[config.mk]
export PLATFORM = sky130hd
export DESIGN_NAME = pulse_seq
export DESIGN_NICKNAME = d
export VERILOG_FILES = /design/src/rtl/pulse_seq.sv
export SDC_FILE = /design/constraint.sdc
export NUM_CORES = 1
export LEC_CHECK = 0
export BUFFER_PORTS_ARGS = -buffer_cell sky130_fd_sc_hd__buf_2
export CAP_MARGIN = 0
export CORE_AREA = 8 8 45 47
export CTS_CLUSTER_DIAMETER = 200
export CTS_CLUSTER_SIZE = 28
export DETAILED_ROUTE_END_ITERATION = 12
export DIE_AREA = 0 0 53 55
export HOLD_SLACK_MARGIN = 0.08
export SETUP_SLACK_MARGIN = 0.2
export SYNTH_ARGS = -nofsm -noshare
export SYNTH_HDL_FRONTEND = slang
export SYNTH_SLANG_ARGS = --single-unit
[constraint.sdc]
create_clock -name clk -period 1.2 [get_ports clk]
set_input_delay 0.36 -clock clk [delete_from_list [all_inputs] [get_ports clk]]
set_output_delay 0.36 -clock clk [all_outputs]
set_load 0.01 [all_outputs]
[src/rtl/pulse_seq.sv]
// Programmable pulse-train sequencer: after a trigger, waits dly cycles, then emits
// num pulses of len high cycles separated by gap low cycles; abort cancels a running train.
module pulse_seq #(
   parameter int dly = 3,
   parameter int len = 2,
   parameter int gap = 1,
   parameter int num = 3
) (
   input  logic clk,
   input  logic rstn,
   input  logic trig,
   input  logic abort,
   output logic pulse,
   output logic busy,
   output logic done
);

   localparam int MAXP = (dly > len) ? ((dly > gap) ? dly : gap)
                                     : ((len > gap) ? len : gap);
   localparam int PW   = $clog2(MAXP + 1);
   localparam int NW   = $clog2(num + 1);

   localparam logic [PW-1:0] DLY_M1 = (dly > 0) ? PW'(dly - 1) : '0;
   localparam logic [PW-1:0] LEN_M1 = PW'(len - 1);
   localparam logic [PW-1:0] GAP_M1 = PW'(gap - 1);
   localparam logic [NW-1:0] NUM_M1 = NW'(num - 1);

   if (dly < 0 || len < 1 || gap < 1 || num < 1) begin : g_param_check
      $fatal(1, "pulse_seq: illegal parameters (need dly>=0, len>=1, gap>=1, num>=1)");
   end

   typedef enum logic [1:0] {IDLE, DELAY, HIGH, GAP} state_t;

   state_t          state_q, state_d;
   logic [PW-1:0]   cnt_q, cnt_d;
   logic [NW-1:0]   pcnt_q, pcnt_d;
   logic            trig_q, abort_q;
   logic            pulse_q, pulse_d;
   logic            busy_q, busy_d;
   logic            done_q, done_d;

   // Requests are captured first so every output is a pure register; trig is dropped
   // while a sequence is running so it can never queue a restart.
   always_ff @(posedge clk or negedge rstn) begin
      if (!rstn) begin
         state_q <= IDLE;
         cnt_q   <= '0;
         pcnt_q  <= '0;
         trig_q  <= 1'b0;
         abort_q <= 1'b0;
         pulse_q <= 1'b0;
         busy_q  <= 1'b0;
         done_q  <= 1'b0;
      end else begin
         state_q <= state_d;
         cnt_q   <= cnt_d;
         pcnt_q  <= pcnt_d;
         trig_q  <= trig & ~busy_q;
         abort_q <= abort;
         pulse_q <= pulse_d;
         busy_q  <= busy_d;
         done_q  <= done_d;
      end
   end

   // cnt_q counts down the remaining cycles of the current phase; pcnt_q counts finished pulses.
   always_comb begin
      state_d = state_q;
      cnt_d   = cnt_q;
      pcnt_d  = pcnt_q;
      done_d  = 1'b0;

      case (state_q)
         IDLE: begin
            if (trig_q && !abort_q) begin
               pcnt_d = '0;
               if (dly == 0) begin
                  state_d = HIGH;
                  cnt_d   = LEN_M1;
               end else begin
                  state_d = DELAY;
                  cnt_d   = DLY_M1;
               end
            end
         end
         DELAY: begin
            if (cnt_q == '0) begin
               state_d = HIGH;
               cnt_d   = LEN_M1;
            end else begin
               cnt_d = cnt_q - PW'(1);
            end
         end
         HIGH: begin
            if (cnt_q == '0) begin
               if (pcnt_q == NUM_M1) begin
                  state_d = IDLE;
                  pcnt_d  = '0;
                  done_d  = 1'b1;
               end else begin
                  state_d = GAP;
                  cnt_d   = GAP_M1;
                  pcnt_d  = pcnt_q + NW'(1);
               end
            end else begin
               cnt_d = cnt_q - PW'(1);
            end
         end
         GAP: begin
            if (cnt_q == '0) begin
               state_d = HIGH;
               cnt_d   = LEN_M1;
            end else begin
               cnt_d = cnt_q - PW'(1);
            end
         end
         default: begin
            state_d = IDLE;
            cnt_d   = '0;
            pcnt_d  = '0;
         end
      endcase

      // Abort wins over both normal progress and completion, so no done strobe follows it.
      if (abort_q && state_q != IDLE) begin
         state_d = IDLE;
         cnt_d   = '0;
         pcnt_d  = '0;
         done_d  = 1'b0;
      end

      pulse_d = (state_d == HIGH);
      busy_d  = (state_d != IDLE);
   end

   assign pulse = pulse_q;
   assign busy  = busy_q;
   assign done  = done_q;

endmodule

======== Yosys cells after proc, flatten, opt, wreduce, memory -nomap -nowiden ========
Cells that the tools add are included.
storage, ports and cells
  bits in registers ....................... 11
  latch bits .............................. 0
  RAM bits ................................ 0
  ROM bits ................................ 0
  input bits .............................. 4
  logic and storage cells ................. 52
  memories kept ........................... 0
operators by class
  add/sub/neg operators ................... 2
  $mul .................................... 0
  div/mod/pow operators ................... 0
  $lt $le $gt $ge ......................... 0
  equality and inequality tests ........... 8
  shifts and indexed selects .............. 0
  muxes and demuxes ....................... 21
  bitwise operators ....................... 2
  reduce and logical (&&, ||, !) cells .... 11
operators by type and width
  operator                                           number
  two-way mux 2 bit                                  14
  case mux 2 bit (3 select lines)                    2
  == test 2 bit (second input constant)              4
  != test 3 bit (second input constant)              2
  zero test 2 bit                                    2
  two-way mux 1 bit                                  4
  != test 4 bit (second input constant)              1
  case mux 2 bit (2 select lines)                    1
  nonzero test 2 bit                                 2
  AND reduction 3 bit                                1
  nonzero test 3 bit                                 1
  adder 2 x 1 -> 2 bit (second input constant)       1
  == test 2 x 1 -> 1 bit (second input constant)     1
  logical AND 1 bit                                  2
  AND reduction 2 bit                                1
  OR reduction 2 bit                                 1
  subtractor 2 x 1 -> 2 bit (second input constant)  1
  AND 1 bit                                          1
  zero test 1 bit                                    1
  inverter 1 bit                                     1

======== Logic depth before layout (Yosys ltp) ========
Gate-level depths: netlist of the first run.
  word-level depth ........................ 6
  gate-level depth with buffers ........... 4
  depth with buffers taken out ............ 3

======== Least setup slack after synthesis of the first run ========
No wires, ideal clock.
  kind .................................... register to register
  start point ............................. register cnt_q[1]
  end point ............................... register cnt_q[1]
  library setup time ...................... 128 ps
  data arrival time ....................... 1219 ps
  data required time ...................... 1072 ps
  setup slack ............................. -147 ps
  stages on the path, launching flop included .. 4
  cells stage by stage .................... dfrtp_1 -> or4b_4 -> nor3_4 -> nor3_2
between the ends
  cells in the longest elaborated chain, start to end .. 4
  elaborated cells between the ends (all ways) .. 8
ends and longest elaborated chain
  element                                                       line         source
  start: declaration                                            35           logic [PW-1:0] cnt_q, cnt_d;
  start signal: assignment                                      56           cnt_q <= cnt_d;
  subtractor 2 x 1 -> 2 bit or zero test 2 bit (tied branches)  -
  two-way mux 2 bit, on equally long branches                   87, 110, 95
  case mux 2 bit (3 select lines)                               73           case (state_q)
  two-way mux 2 bit                                             125          if (abort_q && state_q != IDLE) begin
Parallel ways exist; a longest one is shown, timed or not.
A chain may end at the register's enable or synchronous reset.

======== Worst setup path in the final report of the first run ========
  start point ............................. register pcnt_q[0]
  end point ............................... register cnt_q[1]
between the ends
  cells in the longest elaborated chain, start to end .. 3
ends and longest elaborated chain
  element                               line  source
  start: declaration                    36    logic [NW-1:0] pcnt_q, pcnt_d;
  start signal: assignment              57    pcnt_q <= pcnt_d;
  == test 2 bit                         96    if (pcnt_q == NUM_M1) begin
  != test 4 bit (no source line)        -
  AND reduction 2 bit (no source line)  -
No other way between the ends.

==> results of run 1 <==
stage by stage:
stage	util, %	worst slack, ns	cell area (sq um)	TNS, ns
3_5_place_dp	45.48	-0.06653	629.4	-0.1025
2_1_floorplan	-	-0.06711	510.5	-0.09837
6_report	54.70	-0.06884	757.0	-0.1172
3_3_place_gp	45.48	-0.03740	629.4	-0.04096
5_1_grt	54.70	-0.1216	757.0	-0.2643
4_1_cts	53.62	-0.06773	742.0	-0.1061
synth_stat cells:
library cell,count
nor3_1,2
nand3_1,2
o22ai_1,1
o21ai_0,2
nor3_2,1
nor2_1,3
inv_1,2
a22o_1,1
nand3b_1,1
buf_2,2
a221oi_1,1
a21oi_1,4
dfrtp_1,11
nor2b_1,3
o31ai_1,1
nor4_1,2
o21ai_1,1
clkbuf_1,1
a31oi_1,1
nand2b_1,2
nand2_1,5
or4b_4,1
nor3_4,1
power breakdown:
part	switching [mW]	internal, mW
Clock	0.140	0.124
Sequential	0.0780	0.450
Combinational	0.293	0.320
Total	0.511	0.893
worst paths after layout:
| path | start | slack [ns] | to |
|---|---|---|---|
| worst max-delay path | pcnt_q[0] | -0.07 | cnt_q[1] |
| worst min-delay path | abort | 0.18 | abort_q |
| worst max register to register | pcnt_q[0] | -0.07 | cnt_q[1] |
| worst min register to register | busy | 0.42 | trig_q |
| max in group asynchronous | rstn | 0.50 | abort_q |
| min in group asynchronous | rstn | 0.48 | pulse |
state kept, by name, indices dropped and copies added, names as in the netlist:
| register | cells |
|---|---|
| abort_q | 1 |
| busy | 1 |
| cnt_q | 2 |
| done | 1 |
| pcnt_q | 2 |
| pulse | 1 |
| state_q | 2 |
| trig_q | 1 |
repair_timing:
action / in CTS / in global routing
setup endpoints to repair: 11 / 12
resized for setup: 16 / 4
hold endpoints to repair: 11 / 0
setup buffers: 1 / 0
hold buffers: 1 / 0
pin swaps: 6 / 2
layout make-up:
cell class | instances | area, sq um
inverters | 2 | 7.507
clock buffers | 3 | 22.52
clock inverters | 1 | 5.005
multi-input cells | 35 | 277.8
repair buffers | 19 | 145.1
flip-flops and latches | 11 | 279.0
fillers | 137 | 626.9
well taps | 16 | 20.02
critical path: stages (launching register included):
cell and delay [ns]:
dfrtp_1 0.38, or4b_4 0.57, nor3_4 0.15, nor3_2 0.05
cells by family after synthesis:
logic type / share of synthesized area, %
AOI/OAI and AO/OA: 14.22
buffers and inverters: 4.167
DFF: 53.92
and+or+nand+nor: 27.70
routing by layer:
metal	GRT usage [%]	share of wire [%]
met5	0	0
met2	14.65	47
met3	3.476	5.9
met1	9.718	43
met4	9.052	3.6
==> run metrics, run 1 <==
Die Y=55 um; nets=76; H-tree depth=1; CP Data Arrival Time=1.43 ns; CP Data Required Time=1.36 ns; DRT Pass-1 Iters=3; Post-Syn Nets=55; Vias=446; PwrDens=1855 nW/um^2; critical path class=reg2reg; Unique masters post-synth=23; Seq/Total Area, Yosys=53.92%; die area=2915 sq um; CTS tree=done; fraction of layout cells with a size suffix above 1=52.11%; Peak VDD IR=845.8 uV; Lkg Pwr=0.3358 nW; Non-Filler Instances=87; Worst setup SP type=flip-flop; Root Buffer=clkbuf_4; DP HPWL=802.9 um; clock buffer depth=2; Mapped Area=510.5 sq um; Die X=53 um; Routed WL=1.126 mm; DRC Markers=0; Worst setup EP type=flip-flop; relative slew slack=78.76%; Cells after Synth=51; initial antenna violation count=0; Mapped Avg Cell Area=10.01 sq um; count of final setup violators=3; DRT iter0 DRCs=2; Final WS setup=-0.06884 ns; worst-path maximum fanout=3; Reg2Reg Depth=3; Slew Limit Fails=0; status=finished, violations left; clk_skew=0.001069 ns; hold path cells=1; Core Footprint=1384 sq um; number of global-route vias before repair=448; maxcap violations=0; unrepaired setup endpoints after global routing=yes; grt ovf=0; first-pass GRT wire length=1.925 mm; share of the synthesized area in the top cell type=53.92%; Yosys top cell by area=dfrtp_1; GRT Total Usage=9.448%; Fmax=0.7881 GHz; IO buf count=6; CTS Buf Count=3; most frequent cells in the layout=8 x dfrtp_1, 8 x buf_4, 6 x buf_2; Routed Antenna Nets=0; WL/cell=12.94 um; final worst path period share=105.7%; Worst-path clk slew=0.07 ns; total power=1.404 mW; I/O pin count=7; placed instance count=81; Std-Cell Rows=14; Placer Congestion=0.8191; final hold violations=0; violated checks=negative setup slack; WHS=0.1826 ns; diode count=0; synth warn=0; minimum clock period=1.269 ns; Synth area leaders=dfrtp_1 54%, a21oi_1 3.9%, nand2_1 3.7%, nor2b_1 3.7%, nor3_4 3.2%; pin count of the biggest net entering global routing=12; CTS sink count=11; area grow syn2layout=48.28%; Initial Util=36.89%; routed vias/inst=5.126; later-pin clock latency in the skew report=0.28 ns; Hold Path Class=in2reg; Slew @ Worst Pin=0.3156 ns; number of synthesized register bits=11
(Power assumes the default switching activity.)
==> run 2: changes to the inputs <==
--- a/config.mk
+++ b/config.mk
@@ -13,6 +13,7 @@
 export DETAILED_ROUTE_END_ITERATION = 12
 export DIE_AREA = 0 0 53 55
 export HOLD_SLACK_MARGIN = 0.08
+export RECOVER_POWER = 100
 export SETUP_SLACK_MARGIN = 0.2
 export SYNTH_ARGS = -nofsm -noshare
 export SYNTH_HDL_FRONTEND = slang
==> run 2 against run 1 <==
Net effect: the flow still finishes with violations (negative setup slack); sequential share of layout area up 0.43 points; final cell count did not move; critical path depth is the same; clock power is essentially flat; first-iteration DRC count stayed put; register-to-register slack about the same; worst setup slack gained 0.0030 ns; largest cell class unchanged; largest power group unchanged.
==> run metrics, run 2 (same netlist as run 1, synthesis figures left out) <==
worst-path maximum fanout=3 (unchanged); Worst setup EP type=flip-flop (unchanged); worst reg2reg path endpoint=cnt_q[1] (unchanged); Hold Path End=abort_q (unchanged); I/O pin count=7 (unchanged); NetSw=495.8 uW (was 510.9 uW); GRT Total Usage=9.448% (unchanged); count of final setup violators=3 (unchanged); Fill cells=139 (was 137); dpl ws=-0.06653 ns (unchanged); Hold Path Class=in2reg (unchanged); Routed Antenna Nets=0 (unchanged); CTS tree=done (unchanged); WHS=0.1812 ns (was 0.1826 ns); DP HPWL=802.9 um (unchanged); clk_skew=0.0008091 ns (was 0.001069 ns); diode count=0 (unchanged); grt ovf=0 (unchanged); max incr delay on CP=0.57 ns (about the same); WL/cell=12.95 um (was 12.94 um); number of global-route vias before repair=448 (unchanged); combinational fraction of design power=42.3% (was 43.6%); Fmax=0.7900 GHz (was 0.7881 GHz); final hold violations=0 (unchanged); Initial Util=36.89% (unchanged); relative slew slack=60.69% (was 78.76%); Vias=449 (was 446); Die Y=55 um (unchanged); pin count of the biggest net entering global routing=12 (unchanged); Core Footprint=1384 sq um (unchanged); minimum clock period=1.266 ns (was 1.269 ns); nets=76 (unchanged); Std-Cell Rows=14 (unchanged); violated checks=negative setup slack (unchanged); unrepaired setup endpoints after global routing=yes (unchanged); family with the most delay on the worst path=simple AND/OR/NAND/NOR gates (unchanged); CTS sink count=11 (unchanged); DRC Markers=0 (unchanged); area of the multi-input gates=270.3 sq um (was 277.8 sq um); routed vias/inst=5.161 (was 5.126); fin area=748.2 sq um (was 757.0 sq um); total power=1.375 mW (was 1.404 mW); initial antenna violation count=0 (unchanged); hold path cells=1 (unchanged); Buf/Inv on CP=0 (unchanged); Reg2Reg Depth=3 (unchanged); PwrDens=1837 nW/um^2 (was 1855 nW/um^2); status=finished, violations left (unchanged); Worst setup SP type=flip-flop (unchanged); reg-to-reg slack, setup=-0.07 ns (about the same); Slew Limit Fails=0 (unchanged); CP Data Required Time=1.36 ns (about the same); Root Buffer=clkbuf_4 (unchanged); Die X=53 um (unchanged); critical path class=reg2reg (unchanged); CTS Buf Count=3 (unchanged); sequential share of power=38.4% (was 37.6%); area grow syn2layout=46.57% (was 48.28%); maxcap violations=0 (unchanged); part of the power in the clock network=19.3% (was 18.8%); Final WS setup=-0.06581 ns (was -0.06884 ns); Placer Congestion=0.8191 (unchanged); worst reg2reg path startpoint=pcnt_q[0] (unchanged); DRT Pass-1 Iters=3 (unchanged); CP Data Arrival Time=1.43 ns (about the same); Worst-path clk slew=0.08 ns (was 0.07 ns); Final Util=54.07% (was 54.70%); FF/Latch Area=279.0 sq um (unchanged); slowest stage cell on the critical path=or4b_4 (unchanged); fraction of layout cells with a size suffix above 1=49.30% (was 52.11%); final worst path period share=105.5% (was 105.7%); final setup TNS=-0.1135 ns (was -0.1172 ns); clock buffer depth=2 (unchanged); first-pass GRT wire length=1.925 mm (unchanged); Internal=878.9 uW (was 893.0 uW); origin of the worst min-delay path=abort (unchanged); switching share of total power=36.06% (was 36.39%); cells along the critical path=or4b_4, nor3_4, nor3_2 (unchanged); Slew @ Worst Pin=0.5897 ns (was 0.3156 ns); Lkg Pwr=0.3299 nW (was 0.3358 nW); Non-Filler Instances=87 (unchanged); Routed WL=1.127 mm (was 1.126 mm); Peak VDD IR=820.6 uV (was 845.8 uV); later-pin clock latency in the skew report=0.28 ns (about the same); IO buf count=6 (unchanged); H-tree depth=1 (unchanged); die area=2915 sq um (unchanged); registers with the most flip-flops=cnt_q (2), pcnt_q (2), state_q (2) (unchanged); Cell Area, Placed=629.4 sq um (unchanged); DRT iter0 DRCs=2 (unchanged); most frequent cells in the layout=8 x dfrtp_1, 8 x buf_4, 4 x nand2_1, 4 x buf_6 (was 8 x dfrtp_1, 8 x buf_4, 6 x buf_2); placed instance count=81 (unchanged)
## run 2: cell count changes in the layout (fill, tap and decap cells not counted), sizes merged
cell / before / now
buf: 18 / 14
clkbuf: 3 / 7
## run 2: timing repair
| item | in CTS | in global routing |
|---|---|---|
| endpoints found under the setup margin | 11 | 12 |
| gates resized for setup | 16 | 4 |
| endpoints found under the hold margin | 11 | 0 |
| pin swaps | 6 | 2 |
| hold buffers | 1 | 0 |
| cloned | 0 | 0 |
| buffers inserted | 1 | 0 |
## run 2: how the worst max path moves through the flow
stage               startpoint       end  slack (ns)  cells after the start
floorplan             cnt_q[0]  cnt_q[1]       -0.07                      3
global placement     pcnt_q[0]  cnt_q[1]       -0.04                      3
detailed placement   pcnt_q[0]  cnt_q[1]       -0.07                      3
CTS                  pcnt_q[0]  cnt_q[1]       -0.07                      3
global route         pcnt_q[0]  cnt_q[1]       -0.12                      3
finish               pcnt_q[0]  cnt_q[1]       -0.07                      3
## run 2: layer usage
layer / global-route usage, % / wire length, um
met5: 0 / 0
met4: 9.052 / 40
met3: 3.476 / 56
met2: 14.65 / 525
met1: 9.718 / 506
## run 2: layout make-up
| cell class | count | area share, % |
|---|---|---|
| Sequential cell | 11 | 37.29 |
| Multi-Input combinational cell | 35 | 36.12 |
| Timing Repair Buffer | 19 | 19.23 |
| Clock buffer | 3 | 3.010 |
| Tap cell | 16 | 2.676 |
| Inverter | 2 | 1.003 |
| Clock inverter | 1 | 0.6689 |
## run 2: power groups by stage
stage                     Combinational (mW)  Sequential, mW  Clock, mW
final                                  0.582           0.527      0.266
after global routing                   0.634           0.540      0.294
after CTS                              0.594           0.521      0.272
after detailed placement               0.444           0.515          0
after global placement                 0.442           0.517          0
after floorplan                        0.231           0.519          0
==> run 3: changes to the inputs <==
--- a/config.mk
+++ b/config.mk
@@ -5,6 +5,7 @@
 export SDC_FILE = /design/constraint.sdc
 export NUM_CORES = 1
 export LEC_CHECK = 0
+export ABC_AREA = 1
 export BUFFER_PORTS_ARGS = -buffer_cell sky130_fd_sc_hd__buf_2
 export CAP_MARGIN = 0
 export CORE_AREA = 8 8 45 47
==> run 3 against run 2 <==
Net effect: the run now ends clean; via count up 11%; worst setup slack better by 0.14 ns; register-to-register slack better by 0.14 ns; sequential cell count unchanged; combinational power up 60%; worst hold slack better by 0.013 ns; sequential share of layout area up 0.93 points; sequential power up 22%; die area unchanged; wire length up 13%; first-iteration DRC count rose to 6.0 times the previous value; synthesized area up 4.7%; largest cell class unchanged.
==> run metrics, run 3 <==
status=completed (was finished, violations left); EDFF count, synth=0 (unchanged); unrepaired setup endpoints after global routing=yes (unchanged); Vias=499 (was 449); most frequent cells in the layout=18 x nand2_1, 9 x inv_1, 8 x nand2_2 (was 8 x dfrtp_1, 8 x buf_4, 4 x nand2_1, 4 x buf_6); Root Buffer=clkbuf_4 (unchanged); most common cell in the netlist=nand2_1 (was dfrtp_1); final hold violations=0 (unchanged); minimum clock period=1.131 ns (was 1.266 ns); family with the most delay on the worst path=flip-flops (was simple AND/OR/NAND/NOR gates); Worst setup SP type=flip-flop (unchanged); synth cell count leaders=22 x nand2_1, 11 x dfrtp_1, 9 x inv_1 (was 11 x dfrtp_1, 5 x nand2_1, 4 x a21oi_1); clock buffer depth=2 (unchanged); Worst setup EP type=primary output (was flip-flop); combinational fraction of design power=51.1% (was 42.3%); first-pass GRT wire length=2.021 mm (was 1.925 mm); Die Y=55 um (unchanged); Slew Limit Fails=0 (unchanged); CP Data Required Time=0.84 ns (was 1.36 ns); switching share of total power=43.93% (was 36.06%); Yosys top cell by area=dfrtp_1 (unchanged); registers with the most flip-flops=cnt_q (2), pcnt_q (2), state_q (2) (unchanged); initial antenna violation count=0 (unchanged); share of the synthesized area in the top cell type=51.52% (was 53.92%); pin count of the biggest net entering global routing=12 (unchanged); GRT Total Usage=9.487% (was 9.448%); sequential share of power=35.2% (was 38.4%); Routed WL=1.269 mm (was 1.127 mm); max incr delay on CP=0.38 ns (was 0.57 ns); WL/cell=12.32 um (was 12.95 um); DRT Pass-1 Iters=4 (was 3); Synth async-reset ratio=100.0% (unchanged); nets=92 (was 76); NetSw=800.7 uW (was 495.8 uW); number of global-route vias before repair=491 (was 448); most common cell after layout, fill and taps aside=nand2_1; Internal=1.022 mW (was 878.9 uW); Hold Path Class=in2reg (unchanged); Synth area leaders=dfrtp_1 52%, nand2_1 15%, nand2_2 7.0%, inv_1 6.3%, nor2_1 3.5% (was dfrtp_1 54%, a21oi_1 3.9%, nand2_1 3.7%, nor2b_1 3.7%, nor3_4 3.2%); Routed Antenna Nets=0 (unchanged); Peak VDD IR=1302 uV (was 820.6 uV); Reg2Reg Depth=5 (was 3); CTS Buf Count=3 (unchanged); critical path class=reg2out (was reg2reg); PwrDens=2486 nW/um^2 (was 1837 nW/um^2); final worst path period share=94.23% (was 105.5%); diode count=0 (unchanged); Mapped Avg Cell Area=7.857 sq um (was 10.01 sq um); relative slew slack=83.23% (was 60.69%); CP Data Arrival Time=0.77 ns (was 1.43 ns); routed vias/inst=4.845 (was 5.161); Initial Util=38.61% (was 36.89%); Unique masters post-synth=13 (was 23); DRT iter0 DRCs=12 (was 2); final setup TNS=0 ns (was -0.1135 ns); count of final setup violators=0 (was 3); maxcap violations=0 (unchanged); fin area=733.2 sq um (was 748.2 sq um); Slew @ Worst Pin=0.2515 ns (was 0.5897 ns); cells along the critical path=clkbuf_2 (was or4b_4, nor3_4, nor3_2); DRC Markers=0 (unchanged); stages on the worst setup path=1 (was 3); Lkg Pwr=0.3862 nW (was 0.3299 nW); Buf/Inv on CP=1 (was 0); slowest stage cell on the critical path=dfrtp_1 (was or4b_4); IO buf count=6 (unchanged); CTS tree=done (unchanged); Std-Cell Rows=14 (unchanged); Cells after Synth=68 (was 51); Fmax=0.8843 GHz (was 0.7900 GHz); Seq/Total Area, Yosys=51.52% (was 53.92%); CTS sink count=11 (unchanged); die area=2915 sq um (unchanged); number of synthesized register bits=11 (unchanged); hold path cells=1 (unchanged); Synth Flop Type=dfrtp_1 (unchanged); H-tree depth=1 (unchanged); synth warn=0 (unchanged); Core Footprint=1384 sq um (unchanged); clk_skew=0.001719 ns (was 0.0008091 ns); later-pin clock latency in the skew report=0.27 ns (was 0.28 ns); Post-Syn Nets=72 (was 55); part of the power in the clock network=13.7% (was 19.3%); Cell Area, Placed=584.3 sq um (was 629.4 sq um); grt ovf=0 (unchanged); Placer Congestion=0.8514 (was 0.8191); Mapped Area=534.3 sq um (was 510.5 sq um); worst-path maximum fanout=2 (was 3); I/O pin count=7 (unchanged); Worst-path clk slew=0.07 ns (was 0.08 ns); DP HPWL=765.2 um (was 802.9 um); area grow syn2layout=37.24% (was 46.57%); Die X=53 um (unchanged); fraction of layout cells with a size suffix above 1=44.83% (was 49.30%)
## run 3: changes by cell type in the layout (fill, tap and decap cells not counted), sizes merged, moves of 2 or more
cell	change
inv	+9
nand2	+23
nor2	+6
nor4	-2
nor2b	-3
nand2b	-2
a21oi	-4
buf	-4
nor3	-4
## run 3: worst paths after layout
kind	start	to	slack, ns
worst max-delay path	busy	busy	0.07
worst min-delay path	abort	abort_q	0.19
worst max register to register	state_q[0]	pulse	0.07
worst min register to register	pcnt_q[1]	pcnt_q[1]	0.53
max in group asynchronous	rstn	state_q[1]	0.50
min in group asynchronous	rstn	busy	0.48
## run 3: per-stage QoR
step | power, mW | setup slack (ns) | util (%) | instances | hold slack [ns]
floorplan | 1.088 | 0.2384 | - | 68 | 0.06441
finish | 1.823 | 0.06920 | 52.98 | 103 | 0.1946
global route | 1.962 | 0.01060 | 52.98 | 103 | 0.1810
detailed placement | 1.236 | 0.1249 | 42.22 | 90 | 0.2406
global placement | 1.237 | 0.1130 | 42.22 | 90 | 0.2393
CTS | 1.661 | 0.04626 | 49.01 | 100 | 0.1908
## run 3: logic make-up (layout without fill, tap and decap cells)
logic type | count (synthesis) | in the layout | share of synthesized area, %
AOI/OAI and AO/OA | 5 | 5 | 5.151
buffers and inverters | 11 | 30 | 7.728
DFF | 11 | 11 | 51.52
and+or+nand+nor | 41 | 41 | 35.60
## run 3: final cells by class
| type | count | area (sq um) |
|---|---|---|
| fillers | 130 | 650.6 |
| flip-flops and latches | 11 | 280.3 |
| multi-input cells | 46 | 260.3 |
| repair buffers | 15 | 102.6 |
| inverters | 11 | 43.79 |
| clock buffers | 4 | 26.28 |
| well taps | 16 | 20.02 |
## run 3: per-layer routing
metal	wire, um	GRT usage [%]
met1	491	9.360
met2	667	16.41
met3	67	3.476
met4	42	6.466
met5	0	0
## run 3: power by group through the flow
stage	logic, mW	registers [mW]	clock network [mW]
floorplan	0.476	0.612	0
global placement	0.624	0.614	0
detailed placement	0.622	0.613	0
CTS	0.794	0.608	0.258
global route	1.03	0.655	0.281
finish	0.931	0.641	0.251
## run 3: timing repair
item,4_1_cts,5_1_grt
setup buffers,5,3
gates cloned,0,0
gates resized for setup,7,19
endpoints found under the hold margin,11,0
pin swaps,6,10
hold buffers,1,0
setup endpoints to repair,10,11
